===== src/rtl/mram_access_sequencer.sv =====
// rtl/mram_access_sequencer.sv - word read/write sequencer in front of the MRAM SPI shift engine
// Builds WREN/WRITE/READ frames, runs the engine start/ready handshake and guards each frame with a watchdog.
module mram_access_sequencer #(
    parameter int          ADDR_W   = 16,
    parameter int          DATA_W   = 64,
    parameter int          FRAME_W  = 88,
    parameter int          TIMEOUT  = 4096,
    parameter logic [7:0]  OP_WREN  = 8'h06,
    parameter logic [7:0]  OP_WRITE = 8'h02,
    parameter logic [7:0]  OP_READ  = 8'h03
) (
    input  logic               clk_i,
    input  logic               rst_ni,
    input  logic               req_valid_i,
    output logic               req_ready_o,
    input  logic               req_write_i,
    input  logic [ADDR_W-1:0]  req_addr_i,
    input  logic [DATA_W-1:0]  req_wdata_i,
    output logic               rsp_valid_o,
    output logic               rsp_error_o,
    output logic [DATA_W-1:0]  rsp_rdata_o,
    output logic [7:0]         err_count_o,
    output logic               spi_start_o,
    input  logic               spi_ready_i,
    output logic [7:0]         spi_num_of_bits_o,
    output logic [FRAME_W-1:0] spi_data_to_send_o,
    input  logic [FRAME_W-1:0] spi_data_received_i
);

    typedef enum logic [2:0] {
        S_IDLE,
        S_SETUP_WREN,
        S_SETUP_CMD,
        S_ISSUE,
        S_BUSY,
        S_RESP
    } state_t;

    localparam logic [12:0] WDOG_LAST = 13'(TIMEOUT - 1);

    state_t              state_q;
    logic                write_q;
    logic                phase_q;
    logic                armed_q;
    logic [12:0]         wdog_q;
    logic [ADDR_W-1:0]   addr_q;
    logic [DATA_W-1:0]   wdata_q;
    logic                rsp_valid_q;
    logic                rsp_error_q;
    logic [DATA_W-1:0]   rsp_rdata_q;
    logic [7:0]          err_count_q;
    logic                spi_start_q;
    logic [7:0]          nbits_q;
    logic [FRAME_W-1:0]  frame_q;
    logic                unused_rx;

    assign req_ready_o        = (state_q == S_IDLE);
    assign rsp_valid_o        = rsp_valid_q;
    assign rsp_error_o        = rsp_error_q;
    assign rsp_rdata_o        = rsp_rdata_q;
    assign err_count_o        = err_count_q;
    assign spi_start_o        = spi_start_q;
    assign spi_num_of_bits_o  = nbits_q;
    assign spi_data_to_send_o = frame_q;
    assign unused_rx          = ^spi_data_received_i[FRAME_W-1:DATA_W];

    always_ff @(posedge clk_i or negedge rst_ni) begin
        if (!rst_ni) begin
            state_q     <= S_IDLE;
            write_q     <= 1'b0;
            phase_q     <= 1'b0;
            armed_q     <= 1'b0;
            wdog_q      <= '0;
            addr_q      <= '0;
            wdata_q     <= '0;
            rsp_valid_q <= 1'b0;
            rsp_error_q <= 1'b0;
            rsp_rdata_q <= '0;
            err_count_q <= '0;
            spi_start_q <= 1'b0;
            nbits_q     <= '0;
            frame_q     <= '0;
        end else begin
            rsp_valid_q <= 1'b0;
            rsp_error_q <= 1'b0;
            case (state_q)
                S_IDLE: begin
                    if (req_valid_i) begin
                        write_q <= req_write_i;
                        addr_q  <= req_addr_i;
                        wdata_q <= req_wdata_i;
                        phase_q <= req_write_i;
                        // Frame is loaded a cycle ahead of spi_start so the engine sees it settled.
                        if (req_write_i) begin
                            frame_q <= {{(FRAME_W-8){1'b0}}, OP_WREN};
                            nbits_q <= 8'd8;
                            state_q <= S_SETUP_WREN;
                        end else begin
                            frame_q <= {OP_READ, req_addr_i, {DATA_W{1'b0}}};
                            nbits_q <= 8'(FRAME_W);
                            state_q <= S_SETUP_CMD;
                        end
                    end
                end
                S_SETUP_WREN, S_SETUP_CMD: begin
                    spi_start_q <= 1'b1;
                    wdog_q      <= '0;
                    armed_q     <= spi_ready_i;
                    state_q     <= S_ISSUE;
                end
                S_ISSUE, S_BUSY: begin
                    if (wdog_q == WDOG_LAST) begin
                        spi_start_q <= 1'b0;
                        rsp_valid_q <= 1'b1;
                        rsp_error_q <= 1'b1;
                        if (err_count_q != 8'hFF) begin
                            err_count_q <= err_count_q + 8'd1;
                        end
                        state_q <= S_IDLE;
                    end else begin
                        wdog_q <= wdog_q + 13'd1;
                        if (state_q == S_ISSUE) begin
                            // A low ready only counts as acceptance once the engine was seen idle.
                            if (spi_ready_i) begin
                                armed_q <= 1'b1;
                            end else if (armed_q) begin
                                spi_start_q <= 1'b0;
                                state_q     <= S_BUSY;
                            end
                        end else if (spi_ready_i) begin
                            if (phase_q) begin
                                phase_q <= 1'b0;
                                frame_q <= {OP_WRITE, addr_q, wdata_q};
                                nbits_q <= 8'(FRAME_W);
                                state_q <= S_SETUP_CMD;
                            end else begin
                                if (!write_q) begin
                                    rsp_rdata_q <= spi_data_received_i[DATA_W-1:0];
                                end
                                rsp_valid_q <= 1'b1;
                                state_q     <= S_RESP;
                            end
                        end
                    end
                end
                S_RESP: begin
                    state_q <= S_IDLE;
                end
                default: begin
                    state_q <= S_IDLE;
                end
            endcase
        end
    end

endmodule

===== config.mk =====
export PLATFORM = sky130hd
export DESIGN_NAME = mram_access_sequencer
export DESIGN_NICKNAME = d
export VERILOG_FILES = /design/src/rtl/mram_access_sequencer.sv
export SDC_FILE = /design/constraint.sdc
export NUM_CORES = 1
export LEC_CHECK = 0
export CAP_MARGIN = 40
export CORE_ASPECT_RATIO = 0.8
export CORE_MARGIN = 4
export CORE_UTILIZATION = 35
export DETAILED_ROUTE_END_ITERATION = 10
export DONT_BUFFER_PORTS = 1
export PLACE_DENSITY = 0.6
export SLEW_MARGIN = 25
export SYNTH_ARGS = -nofsm -noshare
export SYNTH_HDL_FRONTEND = slang
export SYNTH_SLANG_ARGS = --single-unit

===== constraint.sdc =====
create_clock -name clk_i -period 2.4 [get_ports clk_i]
set_input_delay 0.24 -clock clk_i [delete_from_list [all_inputs] [get_ports clk_i]]
set_output_delay 0.24 -clock clk_i [all_outputs]
set_load 0.005 [all_outputs]

==> results of run 1 <==
==> path summary, 6_finish.rpt <==
check                      slack (ns)  depth (start not counted)                      to
setup / recovery                 0.23                          5         rsp_rdata_o[15]
hold / removal                  -0.60                          0   spi_data_to_send_o[7]
setup reg to reg                 0.23                          5         rsp_rdata_o[15]
min in group clk_i               0.06                          3  spi_data_to_send_o[76]
max in group asynchronous        2.47                          0             spi_start_o
hold reg to reg                  0.47                          2               addr_q[6]
==> power by group <==
part | internal [mW] | switching, mW
Combinational | 1.56 | 1.62
Sequential | 5.98 | 1.22
Clock | 2.72 | 1.78
==> cells by family (layout without fill, tap and decap cells) <==
family / after synthesis / after routing / synth area share (%)
adders and majority gates: 2 / 2 / 0.231
DFF: 258 / 258 / 59.6
and+or+nand+nor: 264 / 264 / 11.1
muxes: 165 / 165 / 16.4
xor gates and xnor gates: 9 / 9 / 0.727
AOI/OAI and AO/OA: 108 / 108 / 6.10
buffers and inverters: 130 / 278 / 5.83
other: 1 / 12 / 0.0346
==> metrics by stage <==
step	power (mW)	worst slack (ns)	util [%]	hold WS, ns	cells
CTS	15.0	0.220	44.8	-0.638	1508
finish	14.9	0.230	44.8	-0.602	1509
global route	15.9	0.0786	44.8	-0.650	1509
floorplan	9.19	0.336	-	-0.0556	947
global placement	10.1	0.265	36.8	-0.0480	1310
detailed placement	10.2	0.247	36.8	-0.0487	1310
==> synthesized netlist by cell type (2+ instances only) <==
master,n
a22o_1,2
or4_1,3
clkbuf_1,21
buf_1,2
ha_1,2
buf_2,13
nor2b_1,16
o21ai_0,65
mux2i_1,66
and3_1,2
o31ai_1,4
buf_4,20
mux2_1,9
nand2b_1,3
xor2_1,5
nand2_1,199
and2_1,3
nor2_1,11
a21oi_1,6
a31o_2,2
nor4_4,2
xnor2_1,4
o211a_1,2
nor3_1,2
mux2_2,90
nand4_1,3
o21a_1,2
a22oi_1,2
nand3_1,7
buf_6,7
inv_1,67
o22ai_1,3
dfrtp_1,258
o211ai_1,3
==> flip-flops by register name (all words and copies together) (netlist names), 2 cells and up <==
register            cells
rsp_rdata_o            64
addr_q                 16
spi_num_of_bits_o       2
err_count_o             8
spi_data_to_send_o     82
wdata_q                64
wdog_q                 13
state_q                 3
==> cell type report <==
cell class / count / area share (%)
clock buffers: 39 / 5.73
diodes: 1 / 0.0183
repair buffers: 159 / 12.0
multi-input cells: 559 / 27.9
well taps: 413 / 3.79
clock inverters: 13 / 1.39
inverters: 67 / 1.84
flip-flops and latches: 258 / 47.3
==> worst max-delay path, stage by stage, from the launching register on <==
cell	delay [ns]
dfrtp_1	0.53
nor3b_4	0.38
nand2_1	0.14
nor4_4	0.21
buf_12	0.34
mux2_2	0.39
==> routing by layer <==
metal / global-route usage [%] / vias to the layer above / share of wire, %
met5: 0 / - / 0
li1: - / 3373 / -
met3: 6.35 / 43 / 11
met2: 26.2 / 277 / 46
met4: 4.72 / 0 / 2.6
met1: 21.0 / 3587 / 41
==> run_summary.xml, run 1 <==
<?xml version="1.0" encoding="UTF-8"?>
<metrics>
  <group name="outcome">
    <metric name="status" unit="">finished, violations left</metric>
    <metric name="violations" unit="">hold timing</metric>
  </group>
  <group name="grt">
    <metric name="antenna_violations_before_repair" unit="">1</metric>
    <metric name="first_pass_grt_wire_length" unit="um">44600</metric>
    <metric name="largest_net_degree_at_the_start_of_global_routing" unit="">259</metric>
    <metric name="global_route.overflow_total" unit="">0</metric>
    <metric name="globalRouteTotalUtil" unit="%">16.4</metric>
    <metric name="first_global_vias" unit="">7662</metric>
  </group>
  <group name="timing">
    <metric name="timing_max_transition_violations_final" unit="">0</metric>
    <metric name="hold_viol_final" unit="">258</metric>
    <metric name="fin_skew" unit="ns">0.0310</metric>
    <metric name="rsz_0062_raised_after_global_routing" unit="">false</metric>
    <metric name="max_freq" unit="GHz">0.461</metric>
    <metric name="tns" unit="ns">0</metric>
    <metric name="final_period_demand_of_the_worst_path" unit="ns">2.17</metric>
    <metric name="setup_viol" unit="">0</metric>
    <metric name="slew_headroom" unit="%">58.3</metric>
    <metric name="worst_slew_pin_slew" unit="ns">0.625</metric>
    <metric name="worst_hold_slack" unit="ns">-0.602</metric>
    <metric name="finalCritPeriodShare" unit="%">90.4</metric>
  </group>
  <group name="logic_synthesis">
    <metric name="yosysSeqAreaShare" unit="%">59.6</metric>
    <metric name="syn_inst" unit="">937</metric>
    <metric name="synth_largest_area_cell" unit="">dfrtp_1</metric>
    <metric name="ys.warnings.count" unit="">0</metric>
    <metric name="synth-edff-count" unit="">0</metric>
    <metric name="yosys.cell_types.count" unit="">65</metric>
    <metric name="netlist_top_cells_area" unit="">dfrtp_1 60%, mux2_2 9.4%, nand2_1 6.9%, mux2i_1 6.1%, o21ai_0 3.0%</metric>
    <metric name="netlist_area_before_placement" unit="mm2">0.0108</metric>
    <metric name="synthesis.area_per_instance" unit="um2">11.6</metric>
    <metric name="asyncSetResetFlopFracSynth" unit="%">100</metric>
    <metric name="leading_register_cell_type_out_of_synthesis" unit="">dfrtp_1</metric>
    <metric name="yosys.area.top_type_share" unit="%">59.6</metric>
    <metric name="postSynthRegisterBits" unit="">258</metric>
  </group>
  <group name="floorplanning">
    <metric name="design.core.area" unit="mm2">0.0305</metric>
    <metric name="fp.dieH" unit="um">165</metric>
    <metric name="die_w" unit="um">205</metric>
    <metric name="fp.dieArea" unit="mm2">0.0339</metric>
    <metric name="top_level_ports" unit="">345</metric>
    <metric name="row_count" unit="">57</metric>
    <metric name="initial_core_util" unit="%">35.6</metric>
  </group>
  <group name="layout">
    <metric name="seq_area" unit="mm2">0.00646</metric>
    <metric name="layout-drive-gt1-share" unit="%">15.0</metric>
    <metric name="filler_cell_count" unit="">2754</metric>
    <metric name="most_frequent_standard_cell_in_the_layout_excluding_fill_and_tap_cells" unit="">dfrtp_1</metric>
    <metric name="mostFrequentLayoutCells" unit="">258 x dfrtp_1, 198 x nand2_1, 146 x dlygate4sd3_1, 90 x mux2_2, 67 x inv_1</metric>
    <metric name="synthToLayoutAreaGrowth" unit="%">25.9</metric>
    <metric name="multi_input_comb_area" unit="mm2">0.00381</metric>
    <metric name="post-route-cell-area" unit="mm2">0.0136</metric>
    <metric name="num-nets-final" unit="">1248</metric>
  </group>
  <group name="drt">
    <metric name="route.final.wire_length" unit="um">28600</metric>
    <metric name="dr.first_iter.drc_count" unit="">330</metric>
    <metric name="vias" unit="">7280</metric>
    <metric name="detail_route.drc_violations" unit="">0</metric>
    <metric name="ant_nets" unit="">0</metric>
    <metric name="routedWlPerCell" unit="um">18.9</metric>
    <metric name="vias_per_cell" unit="">4.82</metric>
    <metric name="drtPass1Iterations" unit="">5</metric>
  </group>
  <group name="clock_network">
    <metric name="clkSlewWorstSetupHoldPaths" unit="ns">0.06</metric>
    <metric name="clock_sinks" unit="">258</metric>
    <metric name="post_cts_resize_count" unit="">0</metric>
    <metric name="clk-insertion-delay-late" unit="ns">0.55</metric>
    <metric name="clk_path_buf_depth" unit="">3</metric>
    <metric name="h-tree-depth" unit="">1</metric>
    <metric name="ctsRootBufferMaster" unit="">clkbuf_16</metric>
    <metric name="cts-buffers-inserted" unit="">28</metric>
    <metric name="cts_tree" unit="">done</metric>
    <metric name="postCtsSetupBuffers" unit="">0</metric>
    <metric name="postCtsHoldBufs" unit="">146</metric>
  </group>
  <group name="worst_setup_path">
    <metric name="start_kind" unit="">flip-flop</metric>
    <metric name="rr_startpoint" unit="">state_q[0]</metric>
    <metric name="timing_worst_setup_path_type" unit="">flip-flop to flip-flop</metric>
    <metric name="endpoint_kind" unit="">flip-flop</metric>
    <metric name="critPathLaunch" unit="">state_q[0]</metric>
    <metric name="worstPathMaxFanout" unit="">64</metric>
    <metric name="required" unit="ns">2.81</metric>
    <metric name="worst_ep_arrival_time" unit="ns">2.58</metric>
  </group>
  <group name="power">
    <metric name="power_density_cells" unit="mW/mm2">1090</metric>
    <metric name="irDropWorstVdd" unit="mV">0.649</metric>
    <metric name="leakage" unit="nW">6.08</metric>
  </group>
  <group name="placement">
    <metric name="dpl.hpwl" unit="um">18000</metric>
    <metric name="port_buffers" unit="">0</metric>
    <metric name="gp_congestion" unit="">0.772</metric>
    <metric name="place_area" unit="mm2">0.0112</metric>
  </group>
  <group name="run">
    <metric name="drv_cap" unit="">0</metric>
  </group>
  <group name="hold_path">
    <metric name="worst_min_delay_path_category" unit="">primary input to async pin</metric>
  </group>
</metrics>
No activity file was read; power rests on OpenSTA's default activity.
==> run 2: changes to the inputs <==
- CORE_ASPECT_RATIO: 0.8 -> not set
==> run 2 against run 1 <==
Effect of this change:
- the flow still finishes with violations (hold timing)
- register-to-register slack worse by 0.04 ns
- design area about the same
- total power down 1.7%
- clock skew down 0.017 ns
- sequential cell count unchanged
- die area about the same
- via count down 0.25%
- clock-buffer cell count up 1
- global-route usage down 1.3 points
- maximum frequency down 1.7%
- sequential share of layout area about the same
- highest routed layer unchanged
==> run_summary.xml, run 2 (synthesis results as in run 1) <==
<?xml version="1.0" encoding="UTF-8"?>
<metrics>
  <group name="timing">
    <metric name="timing_max_transition_violations_final" unit="">0</metric>
    <metric name="worst_hold_slack" unit="ns">-0.602</metric>
    <metric name="max_freq" unit="GHz">0.453</metric>
    <metric name="hold_viol_final" unit="">258</metric>
    <metric name="tns" unit="ns">0</metric>
    <metric name="worst_slew_pin_slew" unit="ns">0.669</metric>
    <metric name="final_period_demand_of_the_worst_path" unit="ns">2.21</metric>
    <metric name="fin_skew" unit="ns">0.0145</metric>
    <metric name="rsz_0062_raised_after_global_routing" unit="">false</metric>
    <metric name="slew_headroom" unit="%">55.4</metric>
    <metric name="setup_viol" unit="">0</metric>
    <metric name="finalCritPeriodShare" unit="%">92.0</metric>
  </group>
  <group name="clock_network">
    <metric name="h-tree-depth" unit="">1</metric>
    <metric name="clkSlewWorstSetupHoldPaths" unit="ns">0.06</metric>
    <metric name="ctsRootBufferMaster" unit="">clkbuf_16</metric>
    <metric name="postCtsHoldBufs" unit="">147</metric>
    <metric name="clk-insertion-delay-late" unit="ns">0.54</metric>
    <metric name="clk_path_buf_depth" unit="">3</metric>
    <metric name="cts-buffers-inserted" unit="">28</metric>
    <metric name="clock_sinks" unit="">258</metric>
    <metric name="cts_tree" unit="">done</metric>
  </group>
  <group name="power">
    <metric name="power.combinational.fraction" unit="%">21.6</metric>
    <metric name="seq_power_share" unit="%">48.6</metric>
    <metric name="irDropWorstVdd" unit="mV">0.629</metric>
    <metric name="switching_power" unit="mW">4.44</metric>
    <metric name="switching_share" unit="%">30.4</metric>
    <metric name="power.internal" unit="mW">10.2</metric>
    <metric name="power_density_cells" unit="mW/mm2">1070</metric>
    <metric name="pwr-share-clk" unit="%">29.7</metric>
    <metric name="leakage" unit="nW">6.10</metric>
  </group>
  <group name="worst_setup_path">
    <metric name="worst_ep_arrival_time" unit="ns">2.63</metric>
    <metric name="critPathLaunch" unit="">state_q[1]</metric>
    <metric name="timing_worst_setup_path_type" unit="">flip-flop to flip-flop</metric>
    <metric name="worstPathMaxFanout" unit="">11</metric>
    <metric name="crit_slowest_cell" unit="">or3b_1</metric>
    <metric name="start_kind" unit="">flip-flop</metric>
    <metric name="rr_startpoint" unit="">state_q[1]</metric>
    <metric name="timing.critical_path.cells" unit="">or3b_1 -&gt; a211oi_2 -&gt; nand2_1 -&gt; mux2_2</metric>
    <metric name="endpoint_kind" unit="">flip-flop</metric>
    <metric name="required" unit="ns">2.82</metric>
    <metric name="slowest_delay" unit="ns">0.61</metric>
  </group>
  <group name="layout">
    <metric name="filler_cell_count" unit="">2758</metric>
    <metric name="num-nets-final" unit="">1252</metric>
    <metric name="postLayoutCoreUtil" unit="%">44.6</metric>
    <metric name="layout-drive-gt1-share" unit="%">15.1</metric>
    <metric name="mostFrequentLayoutCells" unit="">258 x dfrtp_1, 198 x nand2_1, 147 x dlygate4sd3_1, 90 x mux2_2, 67 x inv_1</metric>
    <metric name="largest_register_ff_count" unit="">82</metric>
    <metric name="most_frequent_standard_cell_in_the_layout_excluding_fill_and_tap_cells" unit="">dfrtp_1</metric>
    <metric name="diodes" unit="">0</metric>
    <metric name="multi_input_comb_area" unit="mm2">0.00381</metric>
    <metric name="seq_area" unit="mm2">0.00646</metric>
    <metric name="synthToLayoutAreaGrowth" unit="%">25.9</metric>
  </group>
  <group name="grt">
    <metric name="first_global_vias" unit="">7681</metric>
    <metric name="first_pass_grt_wire_length" unit="um">42300</metric>
    <metric name="antenna_violations_before_repair" unit="">0</metric>
    <metric name="largest_net_degree_at_the_start_of_global_routing" unit="">259</metric>
    <metric name="global_route.overflow_total" unit="">0</metric>
    <metric name="globalRouteTotalUtil" unit="%">15.1</metric>
  </group>
  <group name="drt">
    <metric name="routedWlPerCell" unit="um">17.8</metric>
    <metric name="detail_route.drc_violations" unit="">0</metric>
    <metric name="ant_nets" unit="">0</metric>
    <metric name="dr.first_iter.drc_count" unit="">351</metric>
    <metric name="vias" unit="">7262</metric>
    <metric name="route.final.wire_length" unit="um">26600</metric>
    <metric name="vias_per_cell" unit="">4.86</metric>
    <metric name="drtPass1Iterations" unit="">4</metric>
  </group>
  <group name="hold_path">
    <metric name="worst_min_delay_path_category" unit="">primary input to async pin</metric>
  </group>
  <group name="placement">
    <metric name="gp_congestion" unit="">0.781</metric>
    <metric name="port_buffers" unit="">0</metric>
    <metric name="dpl.hpwl" unit="um">16800</metric>
  </group>
  <group name="floorplanning">
    <metric name="design.core.area" unit="mm2">0.0306</metric>
    <metric name="row_count" unit="">64</metric>
    <metric name="initial_core_util" unit="%">35.4</metric>
    <metric name="top_level_ports" unit="">345</metric>
    <metric name="die_w" unit="um">184</metric>
    <metric name="fp.dieArea" unit="mm2">0.0338</metric>
    <metric name="fp.dieH" unit="um">184</metric>
  </group>
  <group name="outcome">
    <metric name="status" unit="">finished, violations left</metric>
    <metric name="violations" unit="">hold timing</metric>
  </group>
  <group name="run">
    <metric name="drv_cap" unit="">0</metric>
  </group>
</metrics>
run 2: repair_timing:
item,4_1_cts,5_1_grt
buffers inserted,0,0
resized for setup,0,0
hold endpoints to repair,414,258
run 2: per-layer routing:
layer	track usage (%)	part of all wire, %	vias to the layer above
met5	0	0	-
met4	3.73	2.0	0
met2	25.6	48	295
met1	18.5	40	3556
met3	5.44	11	41
li1	-	-	3370
run 2: metrics by stage:
step / power (mW) / std cells / worst slack (ns) / hold WS, ns / cell area (um2)
floorplan: 9.19 / 947 / 0.336 / -0.0556 / 10900
global placement: 10.0 / 1295 / 0.240 / -0.0471 / 11200
detailed placement: 10.2 / 1296 / 0.215 / -0.0482 / 11200
CTS: 14.8 / 1493 / 0.207 / -0.650 / 13600
global route: 15.6 / 1493 / 0.0537 / -0.641 / 13600
finish: 14.6 / 1493 / 0.193 / -0.602 / 13600
run 2: power groups by stage:
stage	Sequential, mW	Combinational (mW)	Clock, mW
floorplan	6.74	2.45	0
global placement	7.17	2.86	0
detailed placement	7.20	2.99	0
CTS	7.13	3.21	4.50
global route	7.33	3.63	4.66
finish	7.11	3.16	4.34
run 2: worst max-delay path, delay by kind of cell (launching register included):
kind             cells  cell delay (ns)
flip-flops           1             0.51
multiplexers         1             0.30
AO/OA/AOI/OAI        1             0.52
AND/OR/NAND/NOR      2             0.77
run 2: final timing paths:
check | to | slack, ns | cells after the start
setup / recovery | err_count_o[1] | 0.19 | 4
hold / removal | rsp_rdata_o[0] | -0.60 | 0
setup reg to reg | err_count_o[1] | 0.19 | 4
hold reg to reg | addr_q[4] | 0.47 | 2
max in group asynchronous | state_q[2] | 2.43 | 0
min in group clk_i | state_q[1] | 0.03 | 3
run 2: final cells by class:
| class | count | area share (%) |
|---|---|---|
| Clock buffer | 40 | 5.83 |
| Clock inverter | 10 | 1.05 |
| Timing Repair Buffer | 163 | 12.4 |
| Multi-Input combinational cell | 559 | 28.0 |
| Tap cell | 396 | 3.63 |
| Sequential cell | 258 | 47.3 |
| Inverter | 67 | 1.84 |
